**src/rtl/bcd_to_binary_pkg.sv**
```systemverilog
// Shared types and constants for the BCD-to-binary converter.
package bcd_to_binary_pkg;

    typedef enum logic {
        IDLE = 1'b0,
        CONV = 1'b1
    } state_e;

    localparam int DIGIT_W = 4;
    localparam int BCD_MAX = 9;

    // Digit counter width; a single-digit build still gets a 1-bit counter.
    function automatic int cnt_w(input int digits);
        return (digits > 1) ? $clog2(digits) : 1;
    endfunction

endpackage

```
**src/rtl/bcd_to_binary_mac_step.sv**
```systemverilog
// One multiply-by-10-and-add step of the BCD accumulation, purely combinational.
module bcd_mac_step
    import bcd_to_binary_pkg::*;
#(
    parameter int WIDTH = 20
) (
    input  logic [WIDTH-1:0]   acc,
    input  logic [DIGIT_W-1:0] digit,
    output logic [WIDTH-1:0]   acc_next,
    output logic               digit_bad
);

    logic [WIDTH-1:0] acc_x10;

    // Shifts drop the high bits, so the result wraps modulo 2^WIDTH.
    assign acc_x10   = (acc << 3) + (acc << 1);
    assign acc_next  = acc_x10 + WIDTH'(digit);
    assign digit_bad = (digit > DIGIT_W'(BCD_MAX));

endmodule

```
**src/rtl/bcd_to_binary.sv**
```systemverilog
// Sequential BCD-to-binary converter, one digit per clock, MSD first.
// Optional non-decimal digit checking is enabled by defining BCD_DIGIT_CHECK_EN.
module bcd_to_binary
    import bcd_to_binary_pkg::*;
#(
    parameter int DIGITS = 6,
    parameter int WIDTH  = 20
) (
    input  logic                      clk,
    input  logic                      rst,
    input  logic                      start,
    input  logic [DIGIT_W*DIGITS-1:0] bcd_in,
    output logic                      ready,
    output logic [WIDTH-1:0]          value,
    output logic                      done,
    output logic                      err
);

    localparam int CNT_W = cnt_w(DIGITS);
    localparam int SR_W  = DIGIT_W * DIGITS;

    state_e           state_q, state_d;
    logic [SR_W-1:0]  sr_q, sr_d;
    logic [WIDTH-1:0] acc_q, acc_d;
    logic [CNT_W-1:0] cnt_q, cnt_d;
    logic [WIDTH-1:0] value_q, value_d;
    logic             done_q, done_d;

    logic [WIDTH-1:0]   acc_next;
    logic               digit_bad;
    logic [DIGIT_W-1:0] cur_digit;
    logic               last_digit;

    assign cur_digit  = sr_q[SR_W-1 -: DIGIT_W];
    assign last_digit = (cnt_q == CNT_W'(DIGITS - 1));

    bcd_mac_step #(
        .WIDTH (WIDTH)
    ) u_mac (
        .acc       (acc_q),
        .digit     (cur_digit),
        .acc_next  (acc_next),
        .digit_bad (digit_bad)
    );

`ifdef BCD_DIGIT_CHECK_EN
    logic err_q, err_d;
    logic err_pend_q, err_pend_d;
    logic conv_bad;

    assign conv_bad = err_pend_q | digit_bad;
`else
    logic unused_digit_bad;
    assign unused_digit_bad = digit_bad;
`endif

    always_comb begin
        state_d = state_q;
        sr_d    = sr_q;
        acc_d   = acc_q;
        cnt_d   = cnt_q;
        value_d = value_q;
        done_d  = 1'b0;
`ifdef BCD_DIGIT_CHECK_EN
        err_d      = err_q;
        err_pend_d = err_pend_q;
`endif
        case (state_q)
            IDLE: begin
                if (start) begin
                    sr_d    = bcd_in;
                    acc_d   = '0;
                    cnt_d   = '0;
                    state_d = CONV;
`ifdef BCD_DIGIT_CHECK_EN
                    err_pend_d = 1'b0;
`endif
                end
            end
            CONV: begin
                sr_d  = sr_q << DIGIT_W;
                acc_d = acc_next;
                cnt_d = cnt_q + CNT_W'(1);
`ifdef BCD_DIGIT_CHECK_EN
                err_pend_d = conv_bad;
`endif
                if (last_digit) begin
                    value_d = acc_next;
                    done_d  = 1'b1;
                    cnt_d   = '0;
                    state_d = IDLE;
`ifdef BCD_DIGIT_CHECK_EN
                    err_d = conv_bad;
                    if (conv_bad) begin
                        value_d = '0;
                    end
`endif
                end
            end
            default: state_d = IDLE;
        endcase
    end

    always_ff @(posedge clk or posedge rst) begin
        if (rst) begin
            state_q <= IDLE;
            sr_q    <= '0;
            acc_q   <= '0;
            cnt_q   <= '0;
            value_q <= '0;
            done_q  <= 1'b0;
        end else begin
            state_q <= state_d;
            sr_q    <= sr_d;
            acc_q   <= acc_d;
            cnt_q   <= cnt_d;
            value_q <= value_d;
            done_q  <= done_d;
        end
    end

`ifdef BCD_DIGIT_CHECK_EN
    always_ff @(posedge clk or posedge rst) begin
        if (rst) begin
            err_q      <= 1'b0;
            err_pend_q <= 1'b0;
        end else begin
            err_q      <= err_d;
            err_pend_q <= err_pend_d;
        end
    end

    assign err = err_q;
`else
    assign err = 1'b0;
`endif

    assign ready = (state_q == IDLE);
    assign value = value_q;
    assign done  = done_q;

endmodule

```
**config.mk**
```make
export PLATFORM = sky130hd
export DESIGN_NAME = bcd_to_binary
export DESIGN_NICKNAME = d
export VERILOG_FILES = /design/src/rtl/bcd_to_binary_pkg.sv /design/src/rtl/bcd_to_binary_mac_step.sv /design/src/rtl/bcd_to_binary.sv
export SDC_FILE = /design/constraint.sdc
export NUM_CORES = 1
export LEC_CHECK = 0
export ABC_CLOCK_PERIOD_IN_PS = 2800
export BUFFER_PORTS_ARGS = -buffer_cell sky130_fd_sc_hd__buf_2
export CORE_MARGIN = 2
export CORE_UTILIZATION = 53
export CTS_CLUSTER_DIAMETER = 80
export DETAILED_ROUTE_END_ITERATION = 6
export HOLD_SLACK_MARGIN = 0.12
export PLACE_DENSITY_LB_ADDON = 0.12
export SYNTH_ARGS = -nofsm -noshare
export SYNTH_HDL_FRONTEND = slang
export SYNTH_HIERARCHICAL = 1
export SYNTH_SLANG_ARGS = --single-unit
```
**constraint.sdc**
```tcl
create_clock -name clk -period 2.8 [get_ports clk]
set_input_delay 0 -clock clk [delete_from_list [all_inputs] [get_ports clk]]
set_output_delay 0 -clock clk [all_outputs]
set_load 0.01 [all_outputs]
```
Word-level counts from Yosys, hierarchy flattened
Cells that the tools add are included.
{ "op_classes": {"n_addsub": 3, "n_eq_ne": 2, "bitwise": 1, "shift": 0, "reduce_logical": 1, "n_mul": 0, "mux": 12, "magnitude_cmp": 0, "div_mod_pow": 0} }
{ "op_table": {"columns": ["op", "count"], "rows": [
  ["24-bit one-hot mux with 2 select lines", 1],
  ["19-bit one-hot mux with 2 select lines", 1],
  ["24-bit two-way mux", 1],
  ["20-bit adder", 1],
  ["20-bit by 4-bit adder with 20-bit output", 1],
  ["19-bit two-way mux", 1],
  ["3-bit two-way mux", 2],
  ["3-bit one-hot mux with 2 select lines", 1],
  ["1-bit two-way mux", 4],
  ["3-bit by 1-bit adder with 3-bit output, second input constant", 1],
  ["3-bit equality test, second input constant", 1],
  ["2-bit != test, second input constant", 1],
  ["1-bit one-hot mux with 2 select lines", 1],
  ["2-bit AND reduction", 1],
  ["1-bit inverter", 1]
]} }
{ "word_totals": {"output_inout_bits": 23, "mem_bits_ro": 0, "word_cells": 25, "n_memories": 0, "in_bits": 27, "mem_bits_rw": 0, "latch_bits": 0, "reg_bits": 68} }

Logic depth before layout (Yosys ltp)
Gate-level depths: netlist of the first run.
{ "depth": {"ltp_word": 3, "mapped_depth": 11, "depth_no_buf": 11} }

Modules after synthesis
The synthesis of the first run kept the hierarchy.
{ "by_module_without_submodules": {"columns": ["mod", "instances", "cells_each", "area_each_um2", "seq_area_each_um2"], "rows": [
  ["bcd_to_binary", 1, 247, 2926.6, 1726.7],
  ["bcd_mac_step", 1, 158, 1208.7, 0.0]
]} }

Worst setup path before layout of the first run
Ideal clock, no wire load.
{ "synth_timing": {"path_type": "reg-to-reg", "start": "register acc_q[0]", "end": "register value_q[16], in the netlist value[16]", "stages_incl_launch_ff": 10, "setup_ns": 0.125, "path_buffers": 0, "synth_period_minus_slack_ns": 2.607, "required_time_ns": 2.675, "path_slack_ns": 0.193, "t_arrival_ns": 2.482, "path_cell_list": "dfrtp_1 > inv_1 > fa_1 > fa_1 > and2b_4 > o2111ai_2 > a21boi_2 > a31oi_1 > xnor2_1 > mux2_2"} }
{ "synth_via": {"elab_chain_len": 2} }
{ "synth_rtl": {"columns": ["item", "line", "source"], "rows": [
  ["start, declared", "bcd_to_binary.sv:24", "logic [WIDTH-1:0] acc_q, acc_d;"],
  ["start signal, assigned", "bcd_to_binary.sv:108", "acc_q <= '0;"],
  ["start signal, assigned", "bcd_to_binary.sv:115", "acc_q <= acc_d;"],
  ["20-bit adder", "bcd_to_binary_mac_step.sv:16", "assign acc_x10 = (acc << 3) + (acc << 1);"],
  ["20-bit by 4-bit adder with 20-bit output", "bcd_to_binary_mac_step.sv:17", "assign acc_next = acc_x10 + WIDTH'(digit);"],
  ["named net acc_next[16]", "bcd_to_binary.sv:29", "logic [WIDTH-1:0] acc_next;"],
  ["end signal, assigned", "bcd_to_binary.sv:117", "value_q <= value_d;"],
  ["end, declared", "bcd_to_binary.sv:26", "logic [WIDTH-1:0] value_q, value_d;"]
]} }
The timed path passes the listed nets, and every way through them passes these cells.
A chain may end at the register's enable or synchronous reset.

Worst setup path in the final report of the first run
{ "layout_timing": {"start": "register sr_q[22]", "end": "register value_q[16], in the netlist value[16]"} }
{ "layout_via": {"elab_chain_len": 1} }
{ "layout_rtl": {"columns": ["item", "line", "source"], "rows": [
  ["start, declared", "bcd_to_binary.sv:23", "logic [SR_W-1:0] sr_q, sr_d;"],
  ["start signal, assigned", "bcd_to_binary.sv:114", "sr_q <= sr_d;"],
  ["20-bit by 4-bit adder with 20-bit output", "bcd_to_binary_mac_step.sv:17", null],
  ["named net acc_next[16]", "bcd_to_binary.sv:29", null]
]} }
The timed path passes the listed nets, and every way through them passes these cells.

==> results.txt, run 1 <==
The final setup TNS came out at 0 ns. Of the total power, the share spent switching nets is 0.447. The post-route cell area is 4850 µm².

Routability-driven placement finished with a final weighted congestion of 0.899. The initial utilization of the core area, before any placement, comes to 0.538. The layout has 625 filler cells. In this run the horizontal extent of the chip is 91.9 µm.

Across all register-to-register paths, the minimum setup slack is 0.1 ns. The overall power is 6.84 mW. The slowest cell on the critical path is dfrtp_1. The time the final worst path needs with I/O delays and setup is 2.70 ns. The number of global-route vias before repair is 3093. After detailed placement, the total cell area comes to 4370 µm². The wire length per cell is 15.1 µm. In the final layout, the multi-input gates occupy 2220 µm². The endpoint identified for the worst register-to-register timing path is value[16]. The setup clock skew after layout came out at 0.00986 ns.

The clock reaches the later pin of the worst-skew pair after 0.34 ns. Dividing the detail-routed via count by the number of cells gives 5.43. The upper clock frequency limit came out at 370 MHz.

The static power due to leakage is 2.40 nW. The clock group share of total power came out at 0.125. The part of the total power dissipated in sequential elements is 0.263.

TritonCTS built the clock tree. STA puts the critical path data arrival time at 2.94 ns. The initial antenna violation count is 0. The detailed placer's ending HPWL is 5.94 mm. The number of nets in the final layout is 527.

The area of the mapped netlist is 4090 µm². The full die area came out at 8440 µm². The dominant delay contributor by cell family on the critical path is adder cells. The tightest min-delay check is of the primary input to asynchronous set/reset pin type. The worst setup path is captured at a register. The standard-cell row count is 32. The depth of the most critical reg-to-reg path is 10. The root buffer cell chosen for the clock tree is clkbuf_8.

The combined flip-flop and latch cell area is 1700 µm². At the worst endpoint, the required time is 3.03 ns. For this block, the routed nets add up to 8.61 mm of wire. The buffer depth of the longest clock path came out at 2. The core footprint came out at 7610 µm².

The floorplan die height is 91.9 µm. The number of top-level design ports came out at 50. Traced cell by cell, the critical path runs through ha_1 > ha_4 > inv_1 > fa_2 > and2b_4 > o2111ai_2 > a21boi_2 > a31oi_1 > xnor2_1 > mux2_2. The number of violations of the max-capacitance limit is 0. The detailed-route via count is 3100.

The internal power consumption came out at 3.78 mW. The startpoint identified for the worst register-to-register timing path is sr_q[22]. The hold violation total from the final report is 0. The pin count of the biggest net entering global routing is 68. The count of buffer and inverter cells on the critical path came out at 1.

The number of warning messages in the yosys log came out at 6. The first-pass GRT wire length came out at 14.6 mm. Summed over all layers, the global routing overflow is 0. Setup violations remaining at the end of the flow were counted as 0. The clock slew at the register clock pins of the worst setup and hold paths came out at 0.08 ns. After technology mapping, the gate count stands at 401. The post-synthesis to final-layout area growth came out at 18.6%. The total power per unit cell area is 1410 nW/µm². The post-route clock period utilization came out at 0.965.

The critical path is of the register to register type. The worst setup path is launched from a register. In this run the remaining antenna-violating nets after routing total 0. When the netlist entered floorplanning its net count stood at 464. In the final layout, the share of cells above drive strength 1 is 0.220. The quantity of I/O buffers inserted on ports is 48. The share of the core filled with cells came out at 0.638. On the worst path, the slowest cell contributes a delay of 0.39 ns. The worst-case IR drop observed on VDD is 0.497 mV. At the pin with the least slew margin, the transition time is 0.934 ns. The number of levels in the clock H-tree came out at 3.

Counting the buffers created by CTS gives 9. Measured against its own limit, the worst slew margin works out to 0.377. In the routed design, unresolved DRC markers number 0.

The flow ran to the end, and the final reports show no timing, DRC or antenna violations. The number of antenna diodes is 0. The final max-slew violation count is 0.

The clock sink count is 68. In this run the power spent charging and discharging nets is 3.06 mW. In this run the worst path has a maximum fanout of 5. The combinational share of power is 0.612. The violation count after the first detailed-route iteration is 144. In the post-route analysis, the smallest setup slack over all paths is 0.0984 ns.

The first-pass iteration count of the detailed router is 4. Prior to clock tree synthesis, the placed netlist has a worst setup slack of 0.0390 ns. Averaged over all synthesized cells, the footprint is 10.2 µm². The all-layer global routing usage came out at 0.218.
[worst max path at each step]
| stage | to | from | cells after the start | slack (ns) |
|---|---|---|---|---|
| 2_1_floorplan | value[16] | acc_q[0] | 9 | 0.19 |
| 3_3_place_gp | value[16] | acc_q[0] | 9 | 0.09 |
| 3_5_place_dp | value[16] | acc_q[0] | 9 | 0.04 |
| 4_1_cts | value[16] | acc_q[0] | 9 | 0.03 |
| 5_1_grt | value[16] | sr_q[22] | 10 | -0.02 |
| 6_report | value[16] | sr_q[22] | 10 | 0.1 |
[cell type report]
type / instances / area share
clock inverters: 5 / 0.0121
repair buffers: 78 / 0.111
flip-flops and latches: 68 / 0.351
clock buffers: 11 / 0.0312
well taps: 102 / 0.0263
multi-input cells: 292 / 0.457
inverters: 15 / 0.0116
[power by group through the flow]
stage               clock, mW  sequential (mW)  combinational, mW
detailed placement          0             1.82               4.11
CTS                     0.871             1.81               4.17
finish                  0.853             1.80               4.19
global placement            0             1.81               4.05
global route            0.921             1.86               4.75
floorplan                   0             1.76               3.23
[timing repair]
item                       CTS  global route
hold buffers                25             0
hold endpoints to repair    54             0
setup endpoints to repair    0            17
setup buffers                0             1
gates resized for setup      0             4
[cells in the final DEF, fill, tap and decap left out, types with 2 or more instances in the layout]
master	count
buf_4	4
nand2_1	50
nand3_1	4
xor2_1	4
clkbuf_8	11
dlygate4sd3_1	25
clkinvlp_4	2
mux2_2	11
inv_1	13
a21o_1	6
nor2_1	16
o21bai_1	4
o21ai_0	44
nand2b_1	19
dfrtp_1	67
o211ai_1	3
mux2i_1	26
nand4_1	4
buf_2	48
nor3_1	2
o21a_1	2
xnor2_1	12
nand3b_1	2
a32oi_1	2
ha_1	33
a31oi_1	3
o21ai_1	2
mux2_4	10
inv_2	2
a21oi_1	9
[sequential cells by signal, summed over array words and instances, names as in the netlist]
register,flops
sr_q,24
value,20
acc_q,19
cnt_q,3
done,1
state_q,1
[worst min-delay path: stages]
cell and delay, ns:
dlygate4sd3_1 0.53, buf_2 0.12, inv_2 0.49
[per-layer routing]
metal | part of all wire | vias to the layer above | track usage
met5 | 0 | - | 0
met2 | 0.51 | 57 | 0.376
met1 | 0.45 | 1513 | 0.280
met3 | 0.031 | 6 | 0.0526
met4 | 0.0081 | 0 | 0.0510
li1 | - | 1524 | -
[metrics by stage]
| stage | hold WS (ns) | instances |
|---|---|---|
| after global routing | 0.356 | 571 |
| after detailed placement | 0.147 | 529 |
| after floorplan | 0.156 | 401 |
| after CTS | 0.316 | 570 |
| after global placement | 0.140 | 529 |
| final | 0.306 | 571 |
(Power assumes the default switching activity.)
==> inputs of run 2 (changes only) <==
ABC_CLOCK_PERIOD_IN_PS = 2200   (was 2800)
SETUP_SLACK_MARGIN = 0.3   (was not set)
clock period = 2.2 ns   (was 2.8 ns; I/O delays follow)
==> run 2 against run 1 <==
  * The run now ends with setup timing left
  * Fmax increased by 3.5%
  * Register-to-register slack got worse by 0.51 ns
  * Clock skew rose by 0.0050 ns
  * Worst setup slack worse by 0.51 ns
  * Largest cell class unchanged
==> results.txt, run 2 (synthesis results as in run 1) <==
The run finished, with violations left. The final reports fail on setup timing. The clock tree root buffer cell is clkbuf_8.

The critical path's largest stage delay was 0.39 ns (about the same). The area used by multi-input combinational logic is 2450 µm² (+10%). The number of antenna diodes came out at 0 (unchanged). The worst hold path belongs to the class primary input to register. The number of buffers inserted during clock tree synthesis is 9 (unchanged). The least setup slack across all paths after layout is -0.410 ns (-0.509 ns). The clock sink count is 68 (unchanged). The standard cell area after detailed placement is 4750 µm² (+8.7%). The endpoint of the lowest-slack register-to-register path is value[14]. The flip-flop count of the largest register after layout came out at 24 (unchanged). The detailed placer's ending HPWL is 6.56 mm (+10%). The pin count of the biggest net entering global routing came to 49 (-28%).

The endpoint required time on the critical path is 2.44 ns (-0.59 ns). The final max-slew violation count came out at 0 (unchanged). The number of vias per cell is 5.34 (-1.6%). The depth of the most critical reg-to-reg path came out at 10 (unchanged). The time the final worst path needs with I/O delays and setup came out at 2.61 ns (-0.0912 ns). Traced cell by cell, the critical path runs through ha_1 > ha_2 > inv_2 > fa_2 > and2b_4 > o2111ai_4 > a31oi_2 > a31oi_1 > xnor2_1 > mux2_2. In the layout the commonest cells are dfrtp_1, buf_4, nand2_1, buf_2, ha_1. The hold violation total from the final report is 0 (unchanged).

The startpoint type of the worst setup path is a register. The largest fanout on the critical path came out at 3 (-2). The clock latency at the later pin of the worst-skew pair was 0.36 ns (+0.02 ns). The capturing instance or port of the critical path is value[14]. The standard-cell row count is 32 (unchanged).

The number of global-route vias before repair is 3435 (+11%). The first-pass iteration count of the detailed router was 5 (+1). The worst setup path is captured at a register. The core footprint came out at 7610 µm² (unchanged).

The number of cells on the critical path is 10 (unchanged). The worst endpoint data arrival time is 2.85 ns (-0.09 ns). The global placement routability congestion came to 0.878 (-2.3%). The slew at the pin with the worst max-slew slack came out at 0.765 ns (-0.170 ns). Ranked by flip-flop count, first place goes to sr_q. The number of nets in the final layout is 580 (+10%). The first-pass GRT wire length is 16.4 mm (+12%). The setup path with the least slack is of type register to register.

The setup slack on the worst flop-to-flop path is -0.41 ns (-0.51 ns). The violation count after the first detailed-route iteration was 105 (-27%). The setup clock skew after layout is 0.0149 ns (+0.00500 ns). The number of violations of the max-capacitance limit is 0 (unchanged).

The floorplan die height is 91.9 µm (unchanged). The initial antenna violation count is 0 (unchanged). The TritonCTS clock tree is built. The full die area came to 8440 µm² (unchanged). The initial core utilization came out at 0.538 (unchanged). The count of buffer and inverter cells on the critical path came out at 1 (unchanged). The worst max-slew margin expressed relative to the limit is 0.490 (+0.112). The upper clock frequency limit is 383 MHz (+3.5%). The worst register-to-register path begins at sr_q[22]. The quantity of I/O buffers inserted on ports was 48 (unchanged).

The slowest cell on the critical path is dfrtp_1. The post-synthesis to final-layout area growth is 34.6%. The number of top-level design ports is 50 (unchanged). The detailed-route via count is 3335 (+7.6%).

The count of unresolved DRC violations after routing came out at 0 (unchanged). The post-route cell area came out at 5510 µm² (+13%). The fraction of final layout cells with drive strength greater than 1 is 0.362 (+0.142). The combined flip-flop and latch cell area was 1700 µm² (unchanged). The buffer depth of the longest clock path came to 2 (unchanged). The clock slew at the register clock pins of the worst setup and hold paths came to 0.09 ns (about the same). The overall routed net length came out at 9.73 mm (+13%). The all-layer global routing usage came out at 0.247 (+0.0288). The sum of overflow across all layers after global routing is 0 (unchanged). The number of levels in the clock H-tree is 3 (unchanged). The post-route clock period utilization is 1.19 (+0.222).

Tracing the worst setup path back leads to its startpoint at sr_q[22]. The post-route antenna net violation count was 0 (unchanged). Setup repair after global routing could not meet its margin everywhere. The horizontal die dimension is 91.9 µm (unchanged). The wire length per cell is 15.6 µm (+3.4%). Leaving out fill and tap cells, the most frequent cell in the layout is dfrtp_1. The setup violation total in the final timing report is 27 (+27). Broken down by cell family, the worst path's largest delay share belongs to adder cells.

The count of filler cells inserted in the layout is 543 (-13%).
-- run 2: layout make-up --
class / count / share of cell area
clock inverters: 6 / 0.0159
multi-input cells: 292 / 0.444
clock buffers: 10 / 0.0250
well taps: 102 / 0.0232
repair buffers: 131 / 0.172
inverters: 15 / 0.0102
flip-flops and latches: 68 / 0.309
-- run 2: worst min path at each step --
| stage | slack [ns] | cells after the start | start | endpoint |
|---|---|---|---|---|
| 5_1_grt | 0.21 | 2 | start | acc_q[13] |
| 6_report | 0.21 | 2 | start | acc_q[18] |
| 4_1_cts | 0.19 | 2 | start | acc_q[15] |
| 3_3_place_gp | 0.19 | 2 | rst | value[2] |
| 3_5_place_dp | 0.19 | 2 | rst | value[2] |
| 2_1_floorplan | 0.16 | 2 | bcd_in[0] | sr_q[0] |
-- run 2: layer usage --
layer  up-vias  track usage  wire [µm]
li1       1627            -          -
met1      1612        0.323       4410
met2        78        0.411       4790
met3        18       0.0477        346
met4         0       0.0896        186
met5         -            0          0
-- run 2: per-stage QoR --
| step | utilization | hold WS [ns] | TNS [ns] | setup slack, ns | instances |
|---|---|---|---|---|---|
| 3_5_place_dp | 0.624 | 0.190 | -8.56 | -0.497 | 577 |
| 2_1_floorplan | - | 0.156 | -3.63 | -0.291 | 401 |
| 4_1_cts | 0.716 | 0.194 | -6.48 | -0.399 | 623 |
| 6_report | 0.724 | 0.206 | -7.03 | -0.410 | 624 |
| 3_3_place_gp | 0.624 | 0.187 | -7.84 | -0.444 | 577 |
| 5_1_grt | 0.724 | 0.213 | -10.65 | -0.526 | 624 |
-- run 2: what timing repair did --
item	CTS	global route
resized for setup	48	12
hold buffers	25	0
buffers inserted	5	1
gates cloned	0	0
endpoints found under the hold margin	60	0
endpoints found under the setup margin	30	32
pin swaps	27	7
Power of run 2 is not shown: default switching activity piles up to over one toggle a cycle in this logic, so the estimate is an artifact.
==> inputs of run 3 (changes only) <==
ABC_AREA = 1   (was not set)
==> run 3 against run 2 <==
  * The run still ends with setup timing left
  * Clock skew shrank 0.0077 ns
  * Critical endpoint is now value[15]
  * Sequential share of layout area grew 0.64 points
  * Largest cell class unchanged
  * Wire length grew 17%
  * Final cell count grew 19%
==> results.txt, run 3 <==
The quantity of I/O buffers inserted on ports came out at 48 (unchanged). The checks that failed: setup timing. The TritonCTS clock tree is built. The area of the mapped netlist was 4020 µm² (-1.8%). The overall routed net length is 11.4 mm (+17%).

The setup clock skew after layout came out at 0.00719 ns (-0.00767 ns). The number of violations of the max-capacitance limit was 0 (unchanged). The wire length per cell is 15.4 µm (-1.1%).

Relative to the synthesized area, the layout overhead comes to 34.1%. STA classifies the critical path startpoint as a register. The post-synthesis cell count is 533 (+33%). STA classifies the critical path endpoint as a register. The met3 demand-to-capacity share in global routing is 0.0373 (-0.0103). The worst max-slew margin expressed relative to the limit came out at 0.648 (+0.158). The full die area is 8300 µm² (-1.7%).

The flip-flop count of the largest register after layout is 24 (unchanged). The slew at the pin with the worst max-slew slack came to 0.528 ns (-0.237 ns). The violation count after the first detailed-route iteration is 269 (+160%). The floorplan die height is 91.1 µm (-0.85%). The horizontal die dimension was 91.1 µm (-0.85%). The number of nets in the final layout is 700 (+21%).

The setup slack on the worst flop-to-flop path came out at -0.13 ns (+0.29 ns). The first-pass iteration count of the detailed router is 5 (unchanged). The standard-cell row count is 31 (-3.1%). The number of antenna diodes came out at 0 (unchanged). Traced cell by cell, the critical path runs through buf_4 > ha_1 > ha_4 > nand2_2 > inv_1 > nand2_1 > nand2_1 > nand2_2 > nand3_4 > nand2_2 > nand2_1 > nand2_1 > nand2_2 > nand3_2 > nand2_1. The sum of overflow across all layers after global routing came out at 0 (unchanged). The final max-slew violation count came to 0 (unchanged).

The pin count of the biggest net entering global routing is 32 (-35%). The post-route antenna net violation count is 0 (unchanged). The number of warning messages in the yosys log is 6 (unchanged).

The largest fanout on the critical path is 4 (+1). The detailed-route via count came to 3963 (+19%). The core footprint came out at 7290 µm² (-4.1%). The cell sitting at the root of the clock tree is a clkbuf_8. The standard cell area after detailed placement came out at 4350 µm² (-8.3%).

The detailed placer's ending HPWL is 6.45 mm (-1.7%). The post-route cell area was 5390 µm² (-2.1%). The time the final worst path needs with I/O delays and setup came out at 2.33 ns (-0.285 ns). The hold path startpoint is start. The global routing met1 resource utilization is 0.336 (+0.0133). The clock slew at the register clock pins of the worst setup and hold paths came out at 0.08 ns (about the same). The setup violation total in the final timing report is 5 (-81%). The initial core utilization was 0.551 (+0.0133). The number of global-route vias before repair was 3864 (+12%). The worst hold path belongs to the class primary input to register. The clock sink count is 68 (unchanged). More flip-flops sit in one register than any other, and that register is sr_q. The clock latency at the later pin of the worst-skew pair is 0.35 ns (about the same). The worst endpoint data arrival time came out at 2.61 ns (-0.24 ns).

The buffer depth of the longest clock path came out at 2 (unchanged). The post-route clock period utilization is 1.06 (-0.130). The number of top-level design ports was 50 (unchanged). The sink of the worst hold path is state_q.

The critical path's largest stage delay came to 0.39 ns (about the same). The global placement routability congestion is 0.910 (+3.7%). For this design, the slowest cell found on the critical path is dfrtp_1.

The depth of the most critical reg-to-reg path came to 15 (+5). The launching point of the worst reg2reg path is acc_q[2]. The global routing stage identified its most utilized layer as met2. The count of cells along the worst hold path came to 4 (+2). The hold violation total from the final report was 0 (unchanged). The fraction of final layout cells with drive strength greater than 1 is 0.254 (-0.108). The number of buffers inserted during clock tree synthesis is 9 (unchanged). In the layout the commonest cells are nand2_1, dfrtp_1, buf_2, dlygate4sd3_1, nand3_1. The number of levels in the clock H-tree came out at 3 (unchanged).

The critical path class is register to register. The first-pass GRT wire length came to 17.7 mm (+8.0%). The run finished, with violations left. The least setup slack across all paths after layout came out at -0.125 ns (+0.285 ns). The most numerous cell type found on the critical path is nand2_1. The global routing met2 resource utilization is 0.450 (+0.0388). The most common cell after layout, fill and taps aside is nand2_1.

The endpoint required time on the critical path came out at 2.49 ns (+0.05 ns). The count of unresolved DRC violations after routing came to 0 (unchanged). The upper clock frequency limit came out at 430 MHz (+12%). Setup repair after global routing could not meet its margin everywhere. The initial antenna violation count is 0 (unchanged). The endpoint of the lowest-slack register-to-register path is value[15]. The number of nets in the synthesized netlist came to 596 (+28%). The number of vias per cell was 5.35 (about the same).

The average instance area after synthesis came out at 7.54 µm² (-26%). The all-layer global routing usage came out at 0.265 (+0.0180).
## run 3: routing by layer
layer	wire, µm	vias up	share of wire
met1	4690	1871	0.41
met3	581	37	0.051
li1	-	1877	-
met5	0	-	0
met4	373	0	0.033
met2	5780	178	0.51
## run 3: critical path: cells and delay by family (launching register included)
family	cells	cell delay (ns)
fa+ha+maj	2	0.64
buf+inv	2	0.25
flops	1	0.39
simple gates	11	0.97
## run 3: what timing repair did
item / CTS / global route
setup buffers: 3 / 3
gates resized for setup: 26 / 56
pin swaps: 16 / 28
hold endpoints to repair: 45 / 0
endpoints found under the setup margin: 29 / 37
hold buffers: 47 / 0
cloned: 0 / 1
## run 3: area by class of cell
type / instances / area [µm²]
Multi-Input combinational cell: 408 / 2370
Clock buffer: 10 / 138
Timing Repair Buffer: 112 / 853
Sequential cell: 68 / 1700
Clock inverter: 6 / 62.6
Inverter: 38 / 143
Tap cell: 99 / 124
Fill cell: 542 / 1900
## run 3: how the worst max path moves through the flow
stage	from	endpoint	slack [ns]	cells past startpoint
finish	acc_q[2]	value[15]	-0.13	15
detailed placement	sr_q[23]	value[15]	-0.008	14
CTS	acc_q[0]	value[15]	0.02	14
global placement	acc_q[1]	value[16]	0.007	13
floorplan	acc_q[1]	value[18]	0.19	12
global route	acc_q[2]	value[15]	-0.18	15
## run 3: stage by stage
stage / TNS (ns) / setup WS (ns) / cells / hold WS (ns) / utilization
after global routing: -1.54 / -0.185 / 741 / 0.171 / 0.740
after CTS: 0 / 0.0182 / 737 / 0.120 / 0.707
after floorplan: 0 / 0.187 / 533 / 0.110 / -
after detailed placement: -0.00833 / -0.00833 / 671 / 0.0468 / 0.597
after global placement: 0 / 0.00738 / 671 / 0.0474 / 0.597
final: -0.388 / -0.125 / 741 / 0.143 / 0.740
Power of run 3 is left out for the same reason.
